==> config.mk <==
export PLATFORM = sky130hd
export DESIGN_NAME = uart_receiver_flat
export DESIGN_NICKNAME = d
export VERILOG_FILES = /design/src/rtl/uart_receiver_if.sv /design/src/rtl/uart_receiver.sv /design/src/flat_wrapper.sv
export SDC_FILE = /design/constraint.sdc
export NUM_CORES = 1
export LEC_CHECK = 0
export BUFFER_PORTS_ARGS = -buffer_cell sky130_fd_sc_hd__buf_2
export CAP_MARGIN = 20
export CORE_MARGIN = 2
export CORE_UTILIZATION = 30
export DETAILED_ROUTE_END_ITERATION = 8
export GPL_ROUTABILITY_DRIVEN = 0
export GPL_TIMING_DRIVEN = 0
export HOLD_SLACK_MARGIN = 0.08
export PLACE_DENSITY_LB_ADDON = 0.15
export SLEW_MARGIN = 0
export SYNTH_ARGS = -nofsm -noshare
export SYNTH_HDL_FRONTEND = slang
export SYNTH_SLANG_ARGS = --single-unit
export TNS_END_PERCENT = 100
==> constraint.sdc <==
create_clock -name clk -period 10.7 [get_ports clk]
set_input_delay 0.535 -clock clk [delete_from_list [all_inputs] [get_ports clk]]
set_output_delay 0.535 -clock clk [all_outputs]
set_load 0.02 [all_outputs]
==> src/rtl/uart_receiver_if.sv <==
// Host-facing bundle of the UART receiver: rate/enable/line in, byte and status out.
// rx_state mirrors the receiver FSM so checkers can bind to it.
interface uart_receiver_if;
    logic [2:0] baud_select;
    logic       Rx_EN;
    logic       RxD;
    logic [7:0] Rx_DATA;
    logic       Rx_VALID;
    logic       Rx_PERROR;
    logic       Rx_FERROR;
    logic       Rx_BUSY;
    logic [2:0] rx_state;

    modport master (
        output baud_select, Rx_EN, RxD,
        input  Rx_DATA, Rx_VALID, Rx_PERROR, Rx_FERROR, Rx_BUSY, rx_state
    );

    modport slave (
        input  baud_select, Rx_EN, RxD,
        output Rx_DATA, Rx_VALID, Rx_PERROR, Rx_FERROR, Rx_BUSY, rx_state
    );
endinterface

==> src/rtl/uart_receiver.sv <==
// 16x-oversampled UART receiver for start + 8 data (LSB first) + even parity + stop frames.
// Status (VALID/PERROR/FERROR) is level-held until the next start, Rx_EN low or reset.
module uart_receiver #(
    parameter int CLK_HZ     = 100_000_000,
    parameter int OVERSAMPLE = 16
) (
    input  logic           clk,
    input  logic           reset,
    uart_receiver_if.slave bus
);
    typedef enum logic [2:0] {
        IDLE   = 3'd0,
        START  = 3'd1,
        DATA   = 3'd2,
        PARITY = 3'd3,
        STOP   = 3'd4
    } state_t;

    function automatic int calc_div(input int baud);
        int d;
        d = (CLK_HZ + (OVERSAMPLE * baud) / 2) / (OVERSAMPLE * baud);
        return (d < 1) ? 1 : d;
    endfunction

    localparam int DW = $clog2(calc_div(300) + 1);
    localparam int TW = $clog2(OVERSAMPLE);
    localparam logic [TW-1:0] MID  = TW'(OVERSAMPLE / 2 - 1);
    localparam logic [TW-1:0] LAST = TW'(OVERSAMPLE - 1);

    state_t        state, state_d;
    logic [DW-1:0] div_cnt, div_q, div_d, div_live, div_act;
    logic [TW-1:0] tick_cnt, tick_d;
    logic [2:0]    bit_cnt, bit_d;
    logic [7:0]    shift, shift_d, data, data_d;
    logic          perr, perr_d;
    logic          valid, valid_d, perror, perror_d, ferror, ferror_d, busy, busy_d;
    logic          rx_meta, rx_sync, rx_prev;
    logic          tick, fall;

    always_comb begin
        case (bus.baud_select)
            3'b000:  div_live = DW'(calc_div(300));
            3'b001:  div_live = DW'(calc_div(1200));
            3'b010:  div_live = DW'(calc_div(4800));
            3'b011:  div_live = DW'(calc_div(9600));
            3'b100:  div_live = DW'(calc_div(19200));
            3'b101:  div_live = DW'(calc_div(38400));
            3'b110:  div_live = DW'(calc_div(57600));
            default: div_live = DW'(calc_div(115200));
        endcase
    end

    // Rate is frozen for the whole frame once the start edge has been seen.
    assign div_act = (state == IDLE) ? div_live : div_q;
    assign tick    = bus.Rx_EN && (div_cnt >= div_act - 1'b1);
    assign fall    = rx_prev && !rx_sync;

    always_ff @(posedge clk or posedge reset) begin
        if (reset) begin
            div_cnt <= '0;
        end else if (!bus.Rx_EN || tick) begin
            div_cnt <= '0;
        end else begin
            div_cnt <= div_cnt + 1'b1;
        end
    end

    always_ff @(posedge clk or posedge reset) begin
        if (reset) begin
            rx_meta <= 1'b1;
            rx_sync <= 1'b1;
            rx_prev <= 1'b1;
        end else begin
            rx_meta <= bus.RxD;
            rx_sync <= rx_meta;
            rx_prev <= rx_sync;
        end
    end

    always_ff @(posedge clk or posedge reset) begin
        if (reset) begin
            state    <= IDLE;
            div_q    <= '0;
            tick_cnt <= '0;
            bit_cnt  <= '0;
            shift    <= '0;
            perr     <= 1'b0;
            data     <= '0;
            valid    <= 1'b0;
            perror   <= 1'b0;
            ferror   <= 1'b0;
            busy     <= 1'b0;
        end else begin
            state    <= state_d;
            div_q    <= div_d;
            tick_cnt <= tick_d;
            bit_cnt  <= bit_d;
            shift    <= shift_d;
            perr     <= perr_d;
            data     <= data_d;
            valid    <= valid_d;
            perror   <= perror_d;
            ferror   <= ferror_d;
            busy     <= busy_d;
        end
    end

    always_comb begin
        state_d  = state;
        div_d    = div_q;
        tick_d   = tick_cnt;
        bit_d    = bit_cnt;
        shift_d  = shift;
        perr_d   = perr;
        data_d   = data;
        valid_d  = valid;
        perror_d = perror;
        ferror_d = ferror;
        busy_d   = busy;
        if (!bus.Rx_EN) begin
            state_d  = IDLE;
            tick_d   = '0;
            bit_d    = '0;
            valid_d  = 1'b0;
            perror_d = 1'b0;
            ferror_d = 1'b0;
            busy_d   = 1'b0;
        end else begin
            case (state)
                IDLE: begin
                    if (fall) begin
                        state_d  = START;
                        div_d    = div_live;
                        tick_d   = '0;
                        bit_d    = '0;
                        valid_d  = 1'b0;
                        perror_d = 1'b0;
                        ferror_d = 1'b0;
                        busy_d   = 1'b1;
                    end
                end
                START: begin
                    if (tick) begin
                        if (tick_cnt == MID) begin
                            tick_d = '0;
                            if (!rx_sync) begin
                                state_d = DATA;
                            end else begin
                                state_d = IDLE;
                                busy_d  = 1'b0;
                            end
                        end else begin
                            tick_d = tick_cnt + 1'b1;
                        end
                    end
                end
                DATA: begin
                    if (tick) begin
                        if (tick_cnt == LAST) begin
                            tick_d  = '0;
                            shift_d = {rx_sync, shift[7:1]};
                            bit_d   = bit_cnt + 1'b1;
                            if (bit_cnt == 3'd7) begin
                                state_d = PARITY;
                            end
                        end else begin
                            tick_d = tick_cnt + 1'b1;
                        end
                    end
                end
                PARITY: begin
                    if (tick) begin
                        if (tick_cnt == LAST) begin
                            tick_d  = '0;
                            perr_d  = rx_sync ^ (^shift);
                            state_d = STOP;
                        end else begin
                            tick_d = tick_cnt + 1'b1;
                        end
                    end
                end
                STOP: begin
                    if (tick) begin
                        if (tick_cnt == LAST) begin
                            tick_d   = '0;
                            data_d   = shift;
                            perror_d = perr;
                            ferror_d = !rx_sync;
                            valid_d  = !perr && rx_sync;
                            busy_d   = 1'b0;
                            state_d  = IDLE;
                        end else begin
                            tick_d = tick_cnt + 1'b1;
                        end
                    end
                end
                default: state_d = IDLE;
            endcase
        end
    end

    assign bus.Rx_DATA   = data;
    assign bus.Rx_VALID  = valid;
    assign bus.Rx_PERROR = perror;
    assign bus.Rx_FERROR = ferror;
    assign bus.Rx_BUSY   = busy;
    assign bus.rx_state  = state;
endmodule

==> src/flat_wrapper.sv <==
// flat-port wrapper written by rule: the top's interface ports become plain ports
module uart_receiver_flat 
#(
    parameter int CLK_HZ     = 100_000_000,
    parameter int OVERSAMPLE = 16
)
  (clk, reset, bus_baud_select, bus_Rx_EN, bus_RxD, bus_Rx_DATA, bus_Rx_VALID, bus_Rx_PERROR, bus_Rx_FERROR, bus_Rx_BUSY, bus_rx_state);
  uart_receiver_if bus_i ();
  input  logic clk;
  input  logic reset;
  input wire logic [$bits(bus_i.baud_select)-1:0] bus_baud_select;
  input wire logic [$bits(bus_i.Rx_EN)-1:0] bus_Rx_EN;
  input wire logic [$bits(bus_i.RxD)-1:0] bus_RxD;
  output wire logic [$bits(bus_i.Rx_DATA)-1:0] bus_Rx_DATA;
  output wire logic [$bits(bus_i.Rx_VALID)-1:0] bus_Rx_VALID;
  output wire logic [$bits(bus_i.Rx_PERROR)-1:0] bus_Rx_PERROR;
  output wire logic [$bits(bus_i.Rx_FERROR)-1:0] bus_Rx_FERROR;
  output wire logic [$bits(bus_i.Rx_BUSY)-1:0] bus_Rx_BUSY;
  output wire logic [$bits(bus_i.rx_state)-1:0] bus_rx_state;
  assign bus_i.baud_select = bus_baud_select;
  assign bus_i.Rx_EN = bus_Rx_EN;
  assign bus_i.RxD = bus_RxD;
  assign bus_Rx_DATA = bus_i.Rx_DATA;
  assign bus_Rx_VALID = bus_i.Rx_VALID;
  assign bus_Rx_PERROR = bus_i.Rx_PERROR;
  assign bus_Rx_FERROR = bus_i.Rx_FERROR;
  assign bus_Rx_BUSY = bus_i.Rx_BUSY;
  assign bus_rx_state = bus_i.rx_state;
  uart_receiver #(.CLK_HZ(CLK_HZ), .OVERSAMPLE(OVERSAMPLE)) u_core (.clk(clk), .reset(reset), .bus(bus_i));
endmodule
==> results.yml <==
run_status:
  status: "finished, final reports clean"
timing:
  rsz0062_at_grt: "no"
  fin_crit_ns: 5.24
  finalClockSkew_ns: 0.00767
  final.setup.worst_slack_ns: 5.46
  worstMarginPinSlew_ns: 0.777
  setup_tns_ns: 0
  timing.fmax_mhz: 191
  finalHoldViolations: 0
  slew_violations: 0
  finalSetupViolations: 0
  slew_headroom: 0.482
  finalCritPeriodShare: 0.489
global_routing:
  grtUsageMet1: 0.191
  grt.met2_usage: 0.217
  grt_max_degree: 63
  grt_pass1_vias: 2853
  top_usage_layer: "met2"
  antenna_found_initial: 0
  grt-ovfl-total: 0
  met3_usage: 0.0416
  grt_use_total: 0.140
  grt_pass1_wl_mm: 14.4
clock_tree:
  numCtsBuffers: 9
  path_clk_slew_ns: 0.06
  cts_root_buf: "clkbuf_16"
  cts_tree: "yes"
  clk_path_buf_depth: 2
  clock_latency_ns: 0.34
  ctsHoldBuffers: 0
  post-cts-setup-buffers: 0
  cts.sinks: 62
  post_cts_resized: 0
  htreeDepth: 3
logic_synthesis:
  syn_nets: 410
  avgSynthCellArea_um2: 9.64
  synth_largest_area_cell: "dfrtp_1"
  netlist_instances: 383
  synth-async-reset-ratio: 1.00
  yosys_warnings: 0
  synth_ff_type: "dfrtp_1"
  yosysSeqAreaShare: 0.421
  synth.top_cell.area_share: 0.400
  synth_most_common_cell: "dfrtp_1"
  ys_ff_latch: 62
  synth_area_leaders: "dfrtp_1 (40%), ha_1 (6.8%), mux2_2 (6.1%)"
  synth_edf_count: 0
  netlist_area_um2: 3690
  yosys-top-cells-count: "dfrtp_1 (59), nor2_1 (37), nand2_1 (36), o21ai_0 (25), a21oi_1 (22)"
  ys_types: 53
floorplanning:
  dieArea_um2: 13200
  coreArea_um2: 12000
  io_pins: 22
  rows: 40
  initial_core_util: 0.307
  die_h_um: 115
  die_w_um: 115
power_and_ir_drop:
  sw_frac_of_total: 0.305
  power_frac_comb: 0.192
  leakage_nw: 1.99
  p_int_mw: 0.514
  p_clk_frac: 0.438
  p_per_area_nw_per_um2: 172
  power_frac_seq: 0.371
  max-vdd-ir-drop_v: 0.0000973
  p_switching_mw: 0.226
routing:
  vias: 2881
  drt_pre_antenna_iters: 4
  wirelength_mm: 8.37
  drt_iter0_markers: 89
  route.detailed.drc: 0
  drt-wirelength-per-cell_um: 14.8
  avgViaCountPerCell: 5.08
  ant_nets: 0
min_path:
  worstHoldStart: "bus_RxD"
  holdCritPathClass: "input port to flop"
  hold_end: "u_core.rx_meta$_DFF_PP1_"
  hold_depth: 1
cells_and_area:
  syn_to_final_growth_pct: 16.8
  drive_gt1_frac: 0.176
  stdcell_count: 567
  nets: 442
  fill_cells: 1257
  diodes: 0
  final_util: 0.359
flow_run:
  max-cap-violations: 0
placement:
  placedCellCount: 551
  port-buffer-count: 21
  place_ws_ns: 5.46
  hpwl_mm: 6.07
setup_path:
  r2r-start: "u_core.bus.rx_state[1]$_DFFE_PP0P_"
  endpoint_kind: "flop"
  arrival_ns: 5.45
  r2r_cells: 20
  cp-start-kind: "flop"
  regToRegEndpoint: "u_core.bus.Rx_FERROR$_DFFE_PP0P_"
  crit_type: "flop to flop"
  r2r_slack_ns: 5.46
  required_ns: 10.92
  worstPathMaxFanout: 10
state kept, by name, indices dropped and copies added (netlist names):
| name | count |
|---|---|
| u_core.bit_cnt | 3 |
| u_core.bus.Rx_BUSY | 1 |
| u_core.bus.Rx_DATA | 8 |
| u_core.bus.Rx_FERROR | 1 |
| u_core.bus.Rx_PERROR | 1 |
| u_core.bus.Rx_VALID | 1 |
| u_core.bus.rx_state | 3 |
| u_core.div_cnt | 15 |
| u_core.div_q | 13 |
| u_core.perr | 1 |
| u_core.rx_meta | 1 |
| u_core.rx_prev | 1 |
| u_core.rx_sync | 1 |
| u_core.shift | 8 |
| u_core.tick_cnt | 4 |
per-stage QoR:
step | total power, mW | area [µm²] | hold slack (ns)
after floorplan | 0.383 | 3690 | 0.345
after global placement | 0.420 | 3980 | 0.346
after detailed placement | 0.422 | 3980 | 0.347
after CTS | 0.752 | 4310 | 0.286
after global routing | 0.784 | 4310 | 0.281
final | 0.741 | 4310 | 0.300
kinds of logic (layout without fill, tap and decap cells):
group                      Yosys count  after routing  synth area share
and+or+nand+nor                    141            141             0.194
AOI/OAI and AO/OA                   74             74             0.124
DFF                                 62             62             0.421
xor gates and xnor gates            37             37            0.0878
muxes                               26             26            0.0786
buffers and inverters               23             60            0.0258
adders and majority gates           20             20            0.0678
how the worst max path moves through the flow:
stage | from | endpoint | slack (ns)
after floorplan | u_core.bus.rx_state[1]$_DFFE_PP0P_ | u_core.shift[1]$_DFFE_PP0P_ | 6.41
after global placement | u_core.bus.rx_state[1]$_DFFE_PP0P_ | u_core.bus.Rx_FERROR$_DFFE_PP0P_ | 5.43
after detailed placement | u_core.bus.rx_state[1]$_DFFE_PP0P_ | u_core.bus.Rx_VALID$_DFFE_PP0P_ | 5.46
after CTS | u_core.bus.rx_state[1]$_DFFE_PP0P_ | u_core.bus.Rx_VALID$_DFFE_PP0P_ | 5.44
after global routing | u_core.bus.rx_state[1]$_DFFE_PP0P_ | u_core.bus.Rx_VALID$_DFFE_PP0P_ | 4.93
final | u_core.bus.rx_state[1]$_DFFE_PP0P_ | u_core.bus.Rx_FERROR$_DFFE_PP0P_ | 5.46
final cells by class:
cell class / count / area (µm²) / area share
multi-input cells: 298 / 2040 / 0.473
flip-flops and latches: 62 / 1560 / 0.361
well taps: 147 / 184 / 0.0427
plain buffers: 15 / 65.1 / 0.0151
inverters: 8 / 32.5 / 0.00754
repair buffers: 21 / 105 / 0.0244
clock buffers: 9 / 225 / 0.0522
clock inverters: 7 / 104 / 0.0241
power groups by stage:
| stage | Clock, mW | Combinational (mW) | Sequential (mW) |
|---|---|---|---|
| CTS | 0.334 | 0.144 | 0.275 |
| finish | 0.324 | 0.142 | 0.274 |
| global route | 0.343 | 0.163 | 0.278 |
| global placement | 0 | 0.142 | 0.278 |
| detailed placement | 0 | 0.143 | 0.279 |
| floorplan | 0 | 0.108 | 0.275 |
per-layer routing:
layer  up-vias  share of wire
met5         -              0
met4         0          0.015
met3        10          0.044
met2        56           0.45
met1      1394           0.49
li1       1421              -
worst max-delay path, cell delays in order, from the launching register on:
cell and delay (ns):
dfrtp_1 0.38, buf_2 0.22, or3_1 0.15, clkbuf_1 0.26, clkbuf_1 0.40, clkbuf_1 0.46
nor2_1 0.08, a21oi_1 0.23, ha_1 0.26, nand3_1 0.19, nor2b_1 0.24, nor2_1 0.07
o2bb2ai_1 0.17, ha_1 0.31, nand4_1 0.19, nor2_1 0.09, a221oi_2 0.36, o21ai_2 0.21
a21oi_1 0.28, nand3b_1 0.23, mux2_2 0.35
layout by cell type (no fill, tap or decap), types with 8 or more instances in the layout:
cell type	n
ha_1	20
clkbuf_1	10
buf_2	22
nor2_1	37
mux2_2	20
nor3_1	8
nand3_1	17
dfrtp_1	59
a21oi_1	22
clkbuf_16	9
xnor2_1	19
nand2_1	36
o21ai_0	25
xor2_1	18
No activity file was read; power rests on OpenSTA's default activity.
